**src/rtl/enigma_pkg.sv**
```systemverilog
// Shared widths and types for the enigma output path.
package enigma_pkg;
    localparam int SYMB_W = 7;
    localparam int CNT_W  = 8;

    typedef logic signed [SYMB_W-1:0] symb_t;
    typedef enum logic {IDLE, RECV} sink_state_t;
endpackage

```
**src/rtl/enigma_sync_fifo.sv**
```systemverilog
// Synchronous FWFT FIFO; push visible at head one cycle later.
// Push while full is dropped (full taken before this cycle's pop); pop while empty is ignored.
module enigma_sync_fifo #(
    parameter int  DEPTH  = 128,
    parameter type data_t = logic [7:0]
) (
    input  logic  clk_i,
    input  logic  rst_i,
    input  logic  push,
    input  data_t push_dat,
    input  logic  pop,
    output logic  full,
    output logic  empty,
    output data_t head_dat
);
    localparam int AW = $clog2(DEPTH);

    data_t         mem [DEPTH];
    logic [AW-1:0] wr_ptr;
    logic [AW-1:0] rd_ptr;
    logic [AW:0]   count;
    logic          do_push;
    logic          do_pop;

    assign full     = (count == (AW+1)'(DEPTH));
    assign empty    = (count == '0);
    assign do_push  = push && !full;
    assign do_pop   = pop && !empty;
    // Head reads as zero when empty so the port is all-zero out of reset.
    assign head_dat = empty ? data_t'(0) : mem[rd_ptr];

    always_ff @(posedge clk_i) begin
        if (do_push) begin
            mem[wr_ptr] <= push_dat;
        end
    end

    always_ff @(posedge clk_i or negedge rst_i) begin
        if (!rst_i) begin
            wr_ptr <= '0;
            rd_ptr <= '0;
            count  <= '0;
        end else begin
            if (do_push) begin
                wr_ptr <= wr_ptr + AW'(1);
            end
            if (do_pop) begin
                rd_ptr <= rd_ptr + AW'(1);
            end
            case ({do_push, do_pop})
                2'b10:   count <= count + (AW+1)'(1);
                2'b01:   count <= count - (AW+1)'(1);
                default: count <= count;
            endcase
        end
    end
endmodule

```
**src/rtl/enigma_frame_sink.sv**
```systemverilog
// Collects a framed symbol stream into a FIFO and flags completion/overflow/length errors.
// Symbols reach the read port one cycle after capture; a full FIFO drops symbols (sticky ovf).
module enigma_frame_sink
    import enigma_pkg::*;
#(
    parameter int DEPTH = 128
) (
    input  logic             clk_i,
    input  logic             rst_i,
    input  logic             frame_start_i,
    input  logic [CNT_W-1:0] symb_numb_i,
    input  logic             symb_val_i,
    input  symb_t            symbol_i,
    output logic             rd_val_o,
    output symb_t            rd_symbol_o,
    input  logic             rd_rdy_i,
    output logic             busy_o,
    output logic             frame_done_o,
    output logic [CNT_W-1:0] rcv_cnt_o,
    output logic             ovf_o,
    output logic             len_err_o
);
    sink_state_t      state_q, state_d;
    logic [CNT_W-1:0] n_q, n_d;
    logic [CNT_W-1:0] cnt_q, cnt_d;
    logic             ovf_q, ovf_d;
    logic             lerr_q, lerr_d;
    logic             done_q, done_d;

    logic             active;
    logic             take;
    logic             push;
    logic             fifo_full;
    logic             fifo_empty;
    logic [CNT_W-1:0] n_eff;
    logic [CNT_W-1:0] cnt_base;
    logic [CNT_W-1:0] cnt_inc;

    always_comb begin
        state_d  = state_q;
        done_d   = 1'b0;
        // A start in the same cycle as a symbol makes that symbol the first of the new frame.
        active   = frame_start_i || (state_q == RECV);
        n_eff    = frame_start_i ? symb_numb_i : n_q;
        cnt_base = frame_start_i ? '0 : cnt_q;
        cnt_inc  = (cnt_base == '1) ? cnt_base : cnt_base + CNT_W'(1);
        take     = active && symb_val_i && (n_eff != '0);
        push     = take && !fifo_full;
        n_d      = n_eff;
        cnt_d    = take ? cnt_inc : cnt_base;

        ovf_d = (frame_start_i && state_q == IDLE) ? 1'b0 : ovf_q;
        if (take && fifo_full) begin
            ovf_d = 1'b1;
        end

        if (frame_start_i) begin
            lerr_d = (state_q == RECV);
        end else begin
            lerr_d = lerr_q;
        end
        if (symb_val_i && !take) begin
            lerr_d = 1'b1;
        end

        if (active) begin
            if ((n_eff == '0) || (take && cnt_inc == n_eff)) begin
                state_d = IDLE;
                done_d  = 1'b1;
            end else begin
                state_d = RECV;
            end
        end
    end

    always_ff @(posedge clk_i or negedge rst_i) begin
        if (!rst_i) begin
            state_q <= IDLE;
            n_q     <= '0;
            cnt_q   <= '0;
            ovf_q   <= 1'b0;
            lerr_q  <= 1'b0;
            done_q  <= 1'b0;
        end else begin
            state_q <= state_d;
            n_q     <= n_d;
            cnt_q   <= cnt_d;
            ovf_q   <= ovf_d;
            lerr_q  <= lerr_d;
            done_q  <= done_d;
        end
    end

    enigma_sync_fifo #(
        .DEPTH  (DEPTH),
        .data_t (symb_t)
    ) u_fifo (
        .clk_i    (clk_i),
        .rst_i    (rst_i),
        .push     (push),
        .push_dat (symbol_i),
        .pop      (rd_rdy_i),
        .full     (fifo_full),
        .empty    (fifo_empty),
        .head_dat (rd_symbol_o)
    );

    assign rd_val_o     = !fifo_empty;
    assign busy_o       = (state_q == RECV);
    assign frame_done_o = done_q;
    assign rcv_cnt_o    = cnt_q;
    assign ovf_o        = ovf_q;
    assign len_err_o    = lerr_q;
endmodule

```
**config.mk**
```make
export PLATFORM = sky130hd
export DESIGN_NAME = enigma_frame_sink
export DESIGN_NICKNAME = d
export VERILOG_FILES = /design/src/rtl/enigma_pkg.sv /design/src/rtl/enigma_sync_fifo.sv /design/src/rtl/enigma_frame_sink.sv
export SDC_FILE = /design/constraint.sdc
export NUM_CORES = 1
export LEC_CHECK = 0
export BUFFER_PORTS_ARGS = -buffer_cell sky130_fd_sc_hd__buf_2
export CORE_MARGIN = 1.5
export CORE_UTILIZATION = 50
export CTS_CLUSTER_SIZE = 12
export DETAILED_ROUTE_END_ITERATION = 12
export HOLD_SLACK_MARGIN = 0.06
export PLACE_DENSITY = 0.76
export SYNTH_ARGS = -nofsm -noshare
export SYNTH_HDL_FRONTEND = slang
export SYNTH_SLANG_ARGS = --single-unit
```
**constraint.sdc**
```tcl
create_clock -name clk_i -period 10.2 [get_ports clk_i]
set_clock_uncertainty 0.15 [all_clocks]
set_input_delay 1.53 -clock clk_i [delete_from_list [all_inputs] [get_ports clk_i]]
set_output_delay 1.53 -clock clk_i [all_outputs]
set_load 0.02 [all_outputs]
```
Yosys cells after proc, flatten, opt, wreduce, memory -nomap -nowiden
Memories as Yosys holds them, arrays and structs flattened.
Cells that the tools add are included.
{"block": "op_classes", "addsub": 5, "n_eq_ne": 5, "mux": 15, "n_bitwise": 1, "reduce_logical": 20}
{"operator": "$mux W8", "n": 4}
{"operator": "$add A8 B1 Y8 const B", "n": 2}
{"operator": "$eq A8 B8 Y1 const B", "n": 2}
{"operator": "$logic_not A8 Y1", "n": 2}
{"operator": "$pmux W8 S2", "n": 1}
{"operator": "$add A7 B1 Y7 const B", "n": 2}
{"operator": "$logic_and A1 B1 Y1", "n": 9}
{"operator": "$mux W1", "n": 9}
{"operator": "$eq A8 B8 Y1", "n": 1}
{"operator": "$reduce_bool A8 Y1", "n": 1}
{"operator": "$sub A8 B1 Y8 const B", "n": 1}
{"operator": "$mux W7", "n": 1}
{"operator": "$reduce_bool A2 Y1", "n": 3}
{"operator": "$logic_not A1 Y1", "n": 3}
{"operator": "$eq A2 B1 Y1 const B", "n": 1}
{"operator": "$eq A2 B2 Y1 const B", "n": 1}
{"operator": "$logic_or A1 B1 Y1", "n": 2}
{"operator": "$not A1 Y1", "n": 1}
{"block": "word_totals", "register_bits": 42, "ram_bits": 896, "in_bits": 20, "out_inout_bits": 20, "wordCells": 56, "memories": 1}
{"memory": "u_fifo.mem", "depth": 128, "word_bits": 7, "read_ports": 1, "rd_ports_with_merged_regs": 0, "write_ports": 1, "line": "enigma_sync_fifo.sv:18", "source": "data_t mem [DEPTH];"}

Longest topological paths before layout
{"block": "logic_depth", "ltp_word": 8, "mapped_depth": 16}

Hierarchy
From an unflattened synthesis, not the netlist that was laid out.
{"block": "hier_totals", "hier_cells": 1993, "hier_area_um2": 37972.7}
{"mod": "enigma_sync_fifo", "n_inst": 1, "cells_per_inst": 1856, "area_per_inst_um2": 36696.4}
{"mod": "enigma_frame_sink", "n_inst": 1, "cells_per_inst": 137, "area_per_inst_um2": 1276.2}

Least setup slack after synthesis
Ideal clock, no wire load.
{"block": "synth_timing", "path_type": "in2reg", "startpoint": "input symb_numb_i[0]", "endpoint": "register u_fifo.count[6]", "setup_ns": 0.128, "t_arrival_ns": 4.574, "t_required_ns": 9.922, "setup_slack_ns": 5.349, "cell_stages": 15, "path_buffers": 1, "cell_sequence": "or4_1 > o21ai_0 > a211oi_1 > inv_1 > ha_1 > clkbuf_1 > xor2_1 > ha_1 > or3_1 > a21oi_1 > nor3_1 > and3_1 > o21ai_0 > a21oi_1 > xor2_1"}
{"block": "synth_via", "elab_chain_cells": 7, "word_cells_on_any_way": 9, "cone_classes": "2 x eq/ne; 2 x mux; 5 x reduce/logical"}
{"item": "start, declared", "line": "enigma_frame_sink.sv:11", "source": "input logic [CNT_W-1:0] symb_numb_i,"}
{"item": "$mux W8 (*)", "line": "enigma_frame_sink.sv:44", "source": "n_eff = frame_start_i ? symb_numb_i : n_q;"}
{"item": "$reduce_bool A8 Y1 (*)", "line": "enigma_frame_sink.sv:47", "source": "take = active && symb_val_i && (n_eff != '0);"}
{"item": "$logic_and A1 B1 Y1 (*)", "line": "enigma_frame_sink.sv:47"}
{"item": "$logic_and A1 B1 Y1 (*)", "line": "enigma_frame_sink.sv:48", "source": "push = take && !fifo_full;"}
{"item": "$logic_and A1 B1 Y1 (*)", "line": "enigma_sync_fifo.sv:27", "source": "assign do_push = push && !full;"}
{"item": "$eq A2 B1 Y1 / $eq A2 B2 Y1 (equally long branches)", "line": "enigma_sync_fifo.sv:50", "source": "case ({do_push, do_pop})"}
{"item": "$pmux W8 S2 / $reduce_bool A2 Y1 (equally long branches)"}
{"item": "end signal, assigned", "line": "enigma_sync_fifo.sv:51", "source": "2'b10: count <= count + (AW+1)'(1);"}
{"item": "end signal, assigned", "line": "enigma_sync_fifo.sv:52", "source": "2'b01: count <= count - (AW+1)'(1);"}
{"item": "end signal, assigned", "line": "enigma_sync_fifo.sv:53", "source": "default: count <= count;"}
{"item": "end, declared", "line": "enigma_sync_fifo.sv:21", "source": "logic [AW:0] count;"}
Mark *: on every way between the ends. The rest lies on a longest branch, timed or not.
A chain may end at the register's enable or synchronous reset.

Worst setup path in the final report
{"block": "layout_timing", "startpoint": "register u_fifo.rd_ptr[0]", "endpoint": "output rd_symbol_o[6]"}
{"block": "layout_via", "elab_chain_cells": 2}
{"item": "start, declared", "line": "enigma_sync_fifo.sv:20", "source": "logic [AW-1:0] rd_ptr;"}
{"item": "start signal, assigned", "line": "enigma_sync_fifo.sv:48", "source": "rd_ptr <= rd_ptr + AW'(1);"}
{"item": "$mem_v2 Z128 W7"}
{"item": "$mux W7", "line": "enigma_sync_fifo.sv:30", "source": "assign head_dat = empty ? data_t'(0) : mem[rd_ptr];"}
{"item": "end, declared", "line": "enigma_frame_sink.sv:15", "source": "output symb_t rd_symbol_o,"}
Every way passes these cells.

==> results.md <==
* Initial core utilization at 50.6%
* Period utilization at 67.8%
* Finished layout cell area at 41500 sq um
* CTS tree: built
* Residual DRC at 0
* Synth area leaders: edfxtp_1 71%, mux4_2 7.1%, mux2i_1 6.2%
* Rel. slew slack at 27.2%
* Area post-placement at 38800 sq um
* Setup ws final at 3280 ps
* Power Total at 10.8 mW
* Vias in the first global route at 20048
* Total grt overflow at 0
* Estimated wirelength of the detail-placed design at 52400 um
* CORE AREA at 74400 sq um
* Max Root-Sink Buffers at 3
* Netlist Area Pre-Place at 37600 sq um
* CTS buffer count at 93
* Leak at 13.6 nW
* Die Width at 277 um
* Min-delay worst type: reg -> reg
* Top cell type's share of synthesized area at 71.5%
* Count of hold-fix buffers inserted at cts at 0
* Yosys reg bits at 938
* Mapped Cells at 2134
* Final Max Tran Viols at 0
* Root buf cell: clkbuf_16
* Initial antenna violation count at 1
* Avg WL per Cell at 27.7 um
* Die Y at 277 um
* Final hold vios at 0
* First-pass GRT wire length at 131000 um
* Final Wtd Congestion at 0.872
* Port bufs at 39
* Power Density at 260 nW/um^2
* CP Max Fanout at 114
* Main flop type after synthesis: edfxtp_1
* Crit path DAT at 5240 ps
* Crit start category: flop
* Switch share at 32.7%
* Layout cells sized above 1 at 15.0%
* Post-synthesis sequential area ratio at 74.3%
* Unrepaired setup endpoints after global routing: false
* # nets final at 2194
* CP cell instances: buf_12, buf_4, mux2i_1, a22o_1, o31ai_1, a21oi_1, o21bai_1, o2111a_1, buf_2
* Hold_ws at 359 ps
* Total iterations of the first detailed-routing run at 6
* Grt met2 use at 35.7%
* Multi-input gate area at 9120 sq um
* Row cnt at 100
* Async S/R FF share, synth at 4.48%
* CP endpoint kind: output pin
* CTS H-tree depth at 3
* Largest net degree at the start of global routing at 115
* Die area at 77000 sq um
* Maxcap violations at 0
* Average size of a mapped cell at 17.6 sq um
* Area added between synthesis and finish at 10.2%
* # Post-CTS Setup Buffers at 0
* Overall routing resource usage at 23.0%
* Cell taking the most area after synthesis: edfxtp_1
* Mapped Nets at 2160
* Via count at 20369
* WS Path Type: reg -> out
* Clock slew at reported path FFs at 60 ps
* Number of flops mapped to enable cells by yosys at 896
* Synth cell types at 66
* Top cells by count, synth: 896 x edfxtp_1, 232 x mux2i_1, 162 x nor2_1, 119 x mux4_2, 111 x nand2_1
* DR vias/cell at 6.36
* GR peak layer: met2
* Power share of the sequential group at 41.8%
* Cts repair resizes at 0
* Global-route met3 utilization at 4.58%
* Clock sink count at 938
* Setup violators final at 0
* Max Clk Rate at 145 MHz
* Grt met1 use at 32.3%
* WP data required at 8520 ps
* Clock share of power at 28.8%
* Final min period at 6920 ps
* Worst path max stage delay at 750 ps
* I/O pins at 40
* Worst-margin pin slew at 1090 ps
* Peak supply drop at 0.000190 V
* CP max stage cell: dfrtp_4
* Internal Power at 7.24 mW
* ANT nets after route at 0
* First DRT Iteration DRCs at 2590
* Most frequent cell after synthesis: edfxtp_1
* Filler Cell Count at 5370
* Synth warnings at 0
* Switch Pwr at 3.53 mW
* Outcome: completed
* Placement Setup Slack at 4170 ps
* Gate power share at 29.4%
* Setup total negative slack at 0 ps
* FF+latch area at 28000 sq um
* Total Wirelength at 88600 um
* Clk_lat worst skew at 650 ps
[per-layer routing]
metal  vias up  wire (um)
met5         -          0
li1       8564          -
met3       200       9610
met1     10321      34000
met2      1284      41900
met4         0       3110
[kinds of logic (layout without fill, tap and decap cells)]
group / count (synthesis) / after routing / share of synthesized area (%)
AO/OA/AOI/OAI: 269 / 269 / 4.72
XOR/XNOR: 37 / 37 / 0.861
adder cells (fa/ha/maj): 6 / 6 / 0.199
buffers and inverters: 135 / 233 / 1.63
flip-flops: 938 / 938 / 74.3
multiplexers: 366 / 366 / 13.7
other: 0 / 1 / 0
AND/OR/NAND/NOR: 383 / 383 / 4.61
[sequential cells by signal, summed over array words and instances, names as in the netlist]
signal         count
ovf_o              1
frame_done_o       1
busy_o             1
n_q                8
rcv_cnt_o          8
len_err_o          1
u_fifo.rd_ptr      7
u_fifo.wr_ptr      7
u_fifo.mem       896
u_fifo.count       8
[cell type report]
class / count / share of cell area, %
diodes: 1 / 0.00603
clock buffers: 138 / 6.14
clock inverters: 21 / 0.386
inverters: 10 / 0.0905
multi-input cells: 1061 / 22.0
flip-flops and latches: 938 / 67.4
well taps: 969 / 2.92
repair buffers: 64 / 1.03
[layout by cell type (no fill, tap or decap), types with 6 or more instances in the layout]
cell type and count:
a22oi_1 40, o21ai_0 57, xor2_1 18, inv_1 9
mux4_2 119, nand4_1 12, buf_4 30, clkbuf_16 94
ha_1 6, a211oi_1 10, dfrtp_1 38, clkinv_1 9
xnor2_1 19, buf_2 32, mux2_2 15, a221oi_1 22
mux2i_1 232, a31oi_1 10, nor2_1 161, o221ai_1 7
nand2_1 108, edfxtp_1 896, clkinv_2 6, nand2b_1 9
o22ai_1 8, a21o_1 6, clkbuf_1 41, nor2b_1 13
nand3_1 24, a21oi_1 65, nor3_1 12, o211ai_1 13
[final timing paths]
check / from / to / slack (ps) / depth (start not counted)
worst max register to register: u_fifo.count[1]$_DFFE_PN0P_ / u_fifo.count[6]$_DFFE_PN0P_ / 5610 / 13
worst max-delay path: u_fifo.rd_ptr[0]$_DFFE_PN0P_ / rd_symbol_o[6] / 3280 / 9
min in group asynchronous: rst_i / rcv_cnt_o[5]$_DFF_PN0_ / 940 / 1
worst min register to register: u_fifo.count[7]$_DFFE_PN0P_ / u_fifo.count[7]$_DFFE_PN0P_ / 360 / 1
max in group asynchronous: rst_i / u_fifo.rd_ptr[0]$_DFFE_PN0P_ / 8140 / 1
worst min-delay path: u_fifo.count[7]$_DFFE_PN0P_ / u_fifo.count[7]$_DFFE_PN0P_ / 360 / 1
[critical path, delay by kind of cell (launching register included)]
kind / cells / cell delay [ps]
AO/OA/AOI/OAI: 5 / 1750
buffers and inverters: 3 / 1590
flip-flops: 1 / 750
multiplexers: 1 / 240
[metrics by stage]
stage,instances,util (%)
after detailed placement,3042,52.1
after global placement,3042,52.1
after global routing,3201,55.7
after CTS,3201,55.7
final,3202,55.7
after floorplan,2134,-
[power groups by stage]
stage	logic [mW]	registers [mW]	clock network, mW
after CTS	3.14	4.49	3.13
after detailed placement	3.12	4.57	0
after global routing	3.31	4.51	3.27
final	3.17	4.50	3.10
after global placement	3.07	4.56	0
after floorplan	2.20	4.45	0
(Power assumes the default switching activity.)
